`src/rtl/uart_pkg.sv`:
```
// Shared UART definitions: FSM state encoding and default oversampling ratio,
// used by the receiver, the transmitter and the baud generator.
package uart_pkg;

    typedef enum logic [2:0] {
        ST_IDLE   = 3'd0,
        ST_START  = 3'd1,
        ST_DATA   = 3'd2,
        ST_PARITY = 3'd3,
        ST_STOP   = 3'd4
    } uart_state_e;

    localparam int UART_OVERSAMPLE = 16;

endpackage

```
`src/rtl/uart_sync2.sv`:
```
// Two-flop synchroniser for a single asynchronous input; RESET_VAL sets the
// value both flops take during reset.
module uart_sync2 #(
    parameter logic RESET_VAL = 1'b0
) (
    input  logic clk,
    input  logic reset,
    input  logic d,
    output logic q
);

    logic [1:0] sync_q;
    logic [1:0] sync_d;

    always_comb begin
        sync_d = {sync_q[0], d};
    end

    always_ff @(posedge clk or posedge reset) begin
        if (reset) sync_q <= {2{RESET_VAL}};
        else       sync_q <= sync_d;
    end

    assign q = sync_q[1];

endmodule

```
`src/rtl/uart_rx_oversampler.sv`:
```
// Oversampling UART receiver: recovers LSB-first frames from rx using sample_tick.
// Define UART_RX_PARITY_EN to add a parity bit between data and stop.
module uart_rx_oversampler
    import uart_pkg::*;
#(
    parameter int DATA_BITS  = 8,
    parameter int OVERSAMPLE = UART_OVERSAMPLE,
    parameter int PARITY_ODD = 0
) (
    input  logic                 clk,
    input  logic                 reset,
    input  logic                 sample_tick,
    input  logic                 rx,
    output logic [DATA_BITS-1:0] data_out,
    output logic                 data_valid,
    output logic                 framing_err,
    output logic                 parity_err,
    output logic                 busy
);

    localparam int TW = $clog2(OVERSAMPLE);
    localparam int BW = $clog2(DATA_BITS);
    localparam logic [TW-1:0] TICK_MID  = TW'(OVERSAMPLE / 2 - 1);
    localparam logic [TW-1:0] TICK_LAST = TW'(OVERSAMPLE - 1);
    localparam logic [BW-1:0] BIT_LAST  = BW'(DATA_BITS - 1);

    if (DATA_BITS < 5 || DATA_BITS > 9 || OVERSAMPLE < 4 || (OVERSAMPLE % 2) != 0 ||
        PARITY_ODD < 0 || PARITY_ODD > 1) begin : g_bad_cfg
        $error("uart_rx_oversampler: unsupported parameter combination");
    end

    logic rxs;

    uart_sync2 #(.RESET_VAL(1'b1)) u_sync (
        .clk   (clk),
        .reset (reset),
        .d     (rx),
        .q     (rxs)
    );

    uart_state_e          state_q, state_d;
    logic [TW-1:0]        tick_cnt_q, tick_cnt_d;
    logic [BW-1:0]        bit_cnt_q, bit_cnt_d;
    logic [DATA_BITS-1:0] shift_q, shift_d;
    logic                 armed_q, armed_d;
    logic [DATA_BITS-1:0] data_out_q, data_out_d;
    logic                 data_valid_q, data_valid_d;
    logic                 framing_err_q, framing_err_d;
`ifdef UART_RX_PARITY_EN
    logic                 par_bit_q, par_bit_d;
    logic                 parity_err_q, parity_err_d;
`endif

    logic stop_sample;

    // State register
    always_ff @(posedge clk or posedge reset) begin
        if (reset) begin
            state_q       <= ST_IDLE;
            tick_cnt_q    <= '0;
            bit_cnt_q     <= '0;
            shift_q       <= '0;
            armed_q       <= 1'b0;
            data_out_q    <= '0;
            data_valid_q  <= 1'b0;
            framing_err_q <= 1'b0;
`ifdef UART_RX_PARITY_EN
            par_bit_q     <= 1'b0;
            parity_err_q  <= 1'b0;
`endif
        end else begin
            state_q       <= state_d;
            tick_cnt_q    <= tick_cnt_d;
            bit_cnt_q     <= bit_cnt_d;
            shift_q       <= shift_d;
            armed_q       <= armed_d;
            data_out_q    <= data_out_d;
            data_valid_q  <= data_valid_d;
            framing_err_q <= framing_err_d;
`ifdef UART_RX_PARITY_EN
            par_bit_q     <= par_bit_d;
            parity_err_q  <= parity_err_d;
`endif
        end
    end

    // Next-state and datapath
    always_comb begin
        state_d    = state_q;
        tick_cnt_d = tick_cnt_q;
        bit_cnt_d  = bit_cnt_q;
        shift_d    = shift_q;
        armed_d    = armed_q;
`ifdef UART_RX_PARITY_EN
        par_bit_d  = par_bit_q;
`endif
        unique case (state_q)
            ST_IDLE: begin
                tick_cnt_d = '0;
                // armed blocks a line stuck low after an error from re-triggering
                if (rxs)          armed_d = 1'b1;
                else if (armed_q) state_d = ST_START;
            end
            ST_START: begin
                if (sample_tick) begin
                    tick_cnt_d = tick_cnt_q + 1'b1;
                    if (tick_cnt_q == TICK_MID) begin
                        tick_cnt_d = '0;
                        if (rxs) begin
                            state_d = ST_IDLE;
                        end else begin
                            state_d   = ST_DATA;
                            bit_cnt_d = '0;
                        end
                    end
                end
            end
            ST_DATA: begin
                if (sample_tick) begin
                    tick_cnt_d = tick_cnt_q + 1'b1;
                    if (tick_cnt_q == TICK_LAST) begin
                        tick_cnt_d = '0;
                        shift_d    = {rxs, shift_q[DATA_BITS-1:1]};
                        bit_cnt_d  = bit_cnt_q + 1'b1;
                        if (bit_cnt_q == BIT_LAST) begin
`ifdef UART_RX_PARITY_EN
                            state_d = ST_PARITY;
`else
                            state_d = ST_STOP;
`endif
                        end
                    end
                end
            end
`ifdef UART_RX_PARITY_EN
            ST_PARITY: begin
                if (sample_tick) begin
                    tick_cnt_d = tick_cnt_q + 1'b1;
                    if (tick_cnt_q == TICK_LAST) begin
                        tick_cnt_d = '0;
                        par_bit_d  = rxs;
                        state_d    = ST_STOP;
                    end
                end
            end
`endif
            ST_STOP: begin
                if (sample_tick) begin
                    tick_cnt_d = tick_cnt_q + 1'b1;
                    if (tick_cnt_q == TICK_LAST) begin
                        tick_cnt_d = '0;
                        state_d    = ST_IDLE;
                        // a good stop bit re-arms at once so a back-to-back start is caught
                        armed_d    = rxs;
                    end
                end
            end
            default: begin
                state_d    = ST_IDLE;
                tick_cnt_d = '0;
            end
        endcase
    end

    // Registered output pulses
    always_comb begin
        stop_sample   = (state_q == ST_STOP) && sample_tick && (tick_cnt_q == TICK_LAST);
        data_valid_d  = stop_sample && rxs;
        framing_err_d = stop_sample && !rxs;
        data_out_d    = data_valid_d ? shift_q : data_out_q;
`ifdef UART_RX_PARITY_EN
        parity_err_d  = data_valid_d && (par_bit_q != ((^shift_q) ^ PARITY_ODD[0]));
`endif
    end

    assign data_out    = data_out_q;
    assign data_valid  = data_valid_q;
    assign framing_err = framing_err_q;
    assign busy        = (state_q != ST_IDLE);
`ifdef UART_RX_PARITY_EN
    assign parity_err  = parity_err_q;
`else
    assign parity_err  = 1'b0;
`endif

endmodule

```
`config.mk`:
```
export PLATFORM = sky130hd
export DESIGN_NAME = uart_rx_oversampler
export DESIGN_NICKNAME = d
export VERILOG_FILES = /design/src/rtl/uart_pkg.sv /design/src/rtl/uart_sync2.sv /design/src/rtl/uart_rx_oversampler.sv
export SDC_FILE = /design/constraint.sdc
export NUM_CORES = 1
export LEC_CHECK = 0
export CELL_PAD_IN_SITES_DETAIL_PLACEMENT = 1
export CELL_PAD_IN_SITES_GLOBAL_PLACEMENT = 1
export CORE_MARGIN = 8
export CORE_UTILIZATION = 28
export CTS_CLUSTER_DIAMETER = 40
export CTS_CLUSTER_SIZE = 8
export DETAILED_ROUTE_END_ITERATION = 16
export GPL_TIMING_DRIVEN = 0
export PLACE_DENSITY_LB_ADDON = 0.1
export REMOVE_ABC_BUFFERS = 1
export SLEW_MARGIN = 20
export SYNTH_ARGS = -nofsm -noshare
export SYNTH_HDL_FRONTEND = slang
export SYNTH_SLANG_ARGS = --single-unit
export TNS_END_PERCENT = 1
```
`constraint.sdc`:
```
create_clock -name clk -period 3.51 [get_ports clk]
set_clock_uncertainty 0.1 [all_clocks]
set_input_delay 0.8775 -clock clk [delete_from_list [all_inputs] [get_ports clk]]
set_output_delay 0.8775 -clock clk [all_outputs]
set_load 0.01 [all_outputs]
```
Word level (Yosys, flattened, before mapping) --
Cells that the tools add are included.
Word-level totals: logic and storage cells 70, output and inout port bits 12, register bits after elaboration 31
Operators by class: mux-type cells 26, add/subtract/negate cells 2, reduce and logical (&&, ||, !) cells 15, eq/ne operators 18
Operators with widths (number):
- $mux W3 | 14
- $ne A2 B2 Y1 const B | 10
- $mux W4 | 4
- $pmux W3 S4 | 1
- $reduce_and A9 Y1 | 1
- $pmux W4 S2 | 1
- $eq A3 B3 Y1 const B | 2
- $pmux W3 S2 | 1
- $reduce_and A6 Y1 | 1
- $add A4 B1 Y4 const B | 1
- $eq A4 B3 Y1 const B | 1
- $eq A4 B4 Y1 const B | 1
- $logic_and A1 B1 Y1 | 4
- $ne A2 B1 Y1 const B | 2
- $reduce_and A4 Y1 | 1
- $reduce_bool A2 Y1 | 2
- $add A3 B1 Y3 const B | 1
- $eq A3 B1 Y1 const B | 1
- $eq A3 B2 Y1 const B | 1
- $logic_not A3 Y1 | 1
- $mux W1 | 3
- $reduce_and A3 Y1 | 1
- $reduce_bool A3 Y1 | 1
- $mux W2 | 1
- other kinds (4) | 4

Longest topological paths before layout --
Gate-level depths: netlist of run 1.
depth after elaboration 5, mapped depth 6, mapped depth without buffers 6

Cells and area by module --
Synthesis of run 1 repeated with hierarchy kept, for this count alone.
Second synthesis, totals: cell total of the unflattened synthesis 121, area, all modules 1460.2 um^2
By module, submodules not included:
- uart_rx_oversampler | sequential area each 725.7 um^2, cells an instance 118, instances 1, area each 1403.8 um^2
- uart_sync2 | sequential area each 52.6 um^2, cells an instance 3, instances 1, area each 56.3 um^2

Worst setup path before layout of run 1 --
Ideal clock, no wire load.
path type input -> register, start point in sample_tick, end point reg data_out_q[0] (netlist: data_out[0]), slack 1327 ps, library setup time 128 ps, path buffers 2, cell stages on the path 5, data arrival time 1955 ps, path through clkbuf_1 > nand4_1 > or2_1 > buf_2 > mux2_1
On the way: word-level cells in the longest chain between the ends 3
RTL lines:
- start, declared | RTL line uart_rx_oversampler.sv:12 | input logic sample_tick,
- $logic_and A1 B1 Y1 (2 in series) | RTL line uart_rx_oversampler.sv:167 | stop_sample = (state_q == ST_STOP) && sample_tick && (tick_cnt_q == TICK_LAST);
- $logic_and A1 B1 Y1 | RTL line uart_rx_oversampler.sv:168 | data_valid_d = stop_sample && rxs;
- end signal, assigned | RTL line uart_rx_oversampler.sv:77 | data_out_q <= data_out_d;
- end, declared | RTL line uart_rx_oversampler.sv:46 | logic [DATA_BITS-1:0] data_out_q, data_out_d;
No other way between the ends. A chain may end at the register's enable or synchronous reset.

Worst setup path in the final report of run 1 --
start point reg state_q[1], end point out busy
On the way: word-level cells in the longest chain between the ends 1
RTL lines:
- start, declared | RTL line uart_rx_oversampler.sv:41 | uart_state_e state_q, state_d;
- start signal, assigned | RTL line uart_rx_oversampler.sv:72 | state_q <= state_d;
- $reduce_bool A3 Y1 | RTL line uart_rx_oversampler.sv:179 | assign busy = (state_q != ST_IDLE);
- end, declared | RTL line uart_rx_oversampler.sv:18 | output logic busy
No other way between the ends.

==> results.md, run 1 <==
- Unrepaired setup endpoints after global routing: no
- Flip-flop and latch count after synthesis: 31
- Critical path's slowest cell: dfrtp_1
- Yosys cell types: 36
- Placed cells: 194
- Leading area contributor after synthesis: dfrtp_1
- Site Rows: 26
- Drt wl/cell: 15.1 um
- Via count: 938
- Core box area: 4980 um2
- Vias in the first global route: 1046
- GRT Residual Overflow: 0
- Most instantiated cells after synthesis: 29 x dfrtp_1, 11 x mux2_2, 8 x mux2_1
- Minimum clock period: 2.70 ns
- Worst setup EP type: primary output
- Number of port buffers: 14
- Crit Path Category: reg -> out
- Post-route cell area: 1720 um2
- Final ANT Viol Nets: 0
- Post-synthesis sequential area ratio: 55.0%
- Top cells by area, synth: dfrtp_1 51%, mux2_2 8.8%, mux2_1 6.4%
- Drt drc: 0
- Worst Tran Pin Value: 0.645 ns
- Final core occ: 34.5%
- Clock sinks: 31
- WL final: 3050 um
- Post-synth EDFFs: 0
- Iteration-0 DRC count of the detailed router: 35
- CP top delay family: flip-flops
- Mapped Cells: 115
- First-pass GRT wire length: 5360 um
- Comb power frac: 22.7%
- Top-area cell type share of the netlist area: 51.3%
- Period utilization: 77.0%
- I/O pins: 16
- Critical path's largest stage delay: 0.54 ns
- DP Worst Slack: 0.682 ns
- Sequential power share: 45.0%
- Clock network power share: 32.3%
- Max_slew headroom: 56.9%
- Fmax: 0.370 GHz
- Die W: 87.1 um
- Worst hold path class: reg -> reg
- Nets: 138
- Dpl hpwl: 2250 um
- Worst-path cell chain: or3_1 > clkdlybuf4s50_1
- Worst r2r path cells: 5
- Clock latency on the worst-skew pair: 0.28 ns
- Post-CTS Resized: 0
- Predominant post-synthesis flop cell: dfrtp_1
- Critical path depth: 2
- Cell-internal power: 0.657 mW
- Sw Share: 31.4%
- Vias per cell: 4.64
- H-tree levels: 2
- Status: completed
- Initial antenna violation count: 0
- Die area: 7580 um2
- Post-CTS Setup Bufs: 0
- Cell Area, Placed: 1620 um2
- Crit path launch type: flop
- Buf+Inv Stages, Crit Path: 1
- CTS tree: built
- Reg clk slew, reported paths: 0.06 ns
- WHS: 0.258 ns
- P_leak: 0.839 nW
- Hold path cells: 0
- Slew Viols, Final: 0
- Synth warn: 0
- Count leader, synth: dfrtp_1
- Area growth, synth to finish: 21.6%
- PnR worst setup slack: 0.807 ns
- Detailed-router iteration count before antenna repair: 4
- DIE HEIGHT: 87.1 um
- Net Sw Power: 0.301 mW
- Worst Path Required: 2.53 ns
- Crit Path Max Fanout: 15
- Cts hold-fix bufs: 0
- Gpl congestion: 0.760
- Max Cap Viol: 0
- Mapped cell area: 1410 um2
- Final setup fails: 0
- Mean Syn Cell Area: 12.3 um2
- Final Non-Filler Cells: 202
- Final Hold Fails: 0
- Pwr Total: 0.958 mW
- Largest net degree at the start of global routing: 32
- Clock root buffer: clkbuf_8
- Arrival time at the worst endpoint: 1.73 ns
- Global Route Usage Sum: 9.28%
- Total CTS buffers: 5
- Peak VDD IR: 0.264 mV
- Max Root-Sink Buffers: 2
- Layout cell share with drive strength beyond 1: 18.9%
- TNS Setup: 0 ns
- Share of flip-flops with an asynchronous set or reset: 100%
- FILL cells: 555
- Initial Util: 28.4%
- PD cells: 557 nW/um2
- Diode count: 0
-- power groups by stage --
stage | clock, mW | combinational, mW | sequential (mW)
floorplan | 0 | 0.158 | 0.424
global placement | 0 | 0.214 | 0.439
global route | 0.341 | 0.246 | 0.439
finish | 0.310 | 0.217 | 0.432
detailed placement | 0 | 0.223 | 0.439
CTS | 0.325 | 0.224 | 0.433
-- area by class of cell --
type | count | area, um2 | share of cell area (%)
clock inverters | 1 | 7.51 | 0.437
flip-flops and latches | 31 | 778 | 45.3
repair buffers | 14 | 140 | 8.15
clock buffers | 7 | 96.3 | 5.60
well taps | 70 | 87.6 | 5.09
inverters | 7 | 26.3 | 1.53
multi-input cells | 72 | 583 | 33.9
-- flip-flops by register name (all words and copies together), names as in the netlist --
signal and cells:
tick_cnt_q 4, data_out 8, framing_err 1, bit_cnt_q 3, armed_q 1, u_sync.sync_q 2, state_q 3, shift_q 8
data_valid 1
-- cell usage in the layout, fill, tap and decap left out, types with 2 or more instances in the layout --
master and count:
clkbuf_8 7, nor2_1 7, o21ai_0 2, a21oi_1 2, mux2i_1 2, inv_1 6
and3_1 3, mux2_1 8, nand3_1 2, or4_1 2, dfstp_2 2, ha_1 3
dfrtp_1 29, a31oi_1 2, nand2_1 7, nand4_1 2, mux2_2 11, o221ai_1 2
xor2_1 2, clkdlybuf4s50_1 14
-- cells by family (layout without fill, tap and decap cells) --
kind of cell | Yosys count | in the layout | synth area share (%)
buf+inv | 12 | 29 | 3.72
compound gates | 15 | 15 | 8.58
mux | 21 | 21 | 16.5
simple gates | 30 | 30 | 11.9
other cells | 1 | 1 | 0.265
flops | 31 | 31 | 55.0
xor+xnor | 2 | 2 | 1.24
fa+ha+maj | 3 | 3 | 2.66
-- layer usage --
metal / global-route usage [%] / wire, um
met5: 0 / 0
met4: 4.07 / 43
met3: 3.87 / 132
met2: 15.3 / 1570
met1: 10.2 / 1300
-- path summary, 6_finish.rpt --
check	slack (ns)	startpoint	endpoint
max in group asynchronous	1.98	reset	state_q[0]
min in group asynchronous	0.91	reset	tick_cnt_q[1]
max reg2reg	1.41	tick_cnt_q[0]	tick_cnt_q[3]
max	0.81	state_q[1]	busy
min	0.26	u_sync.sync_q[0]	u_sync.sync_q[1]
min reg2reg	0.26	u_sync.sync_q[0]	u_sync.sync_q[1]
Power figures use the tool's default switching activity.
==> inputs of run 2 (changes only) <==
Clock period 3.51 ns to 2.6 ns, I/O delays scaled along.
==> results of run 2 <==
The final DEF is identical to that of run 1. Status: completed.
Main changes from that run: setup slack after placement 0.682 ns -> -0.000904 ns; setup slack after layout 0.807 ns -> 0.125 ns; register-to-register setup slack 1.41 ns -> 0.50 ns; total power 0.958 mW -> 1.29 mW; worst IR drop on VDD 0.264 mV -> 0.356 mV
==> inputs of run 3 (changes only) <==
Settings changed: HOLD_SLACK_MARGIN set to 0.15.
==> results of run 3 <==
The final DEF is identical to that of run 1. Status: completed.
Main changes from that run: setup slack after placement 0.682 ns -> -0.000904 ns; setup slack after layout 0.807 ns -> 0.125 ns; register-to-register setup slack 1.41 ns -> 0.50 ns; total power 0.958 mW -> 1.29 mW; worst IR drop on VDD 0.264 mV -> 0.356 mV
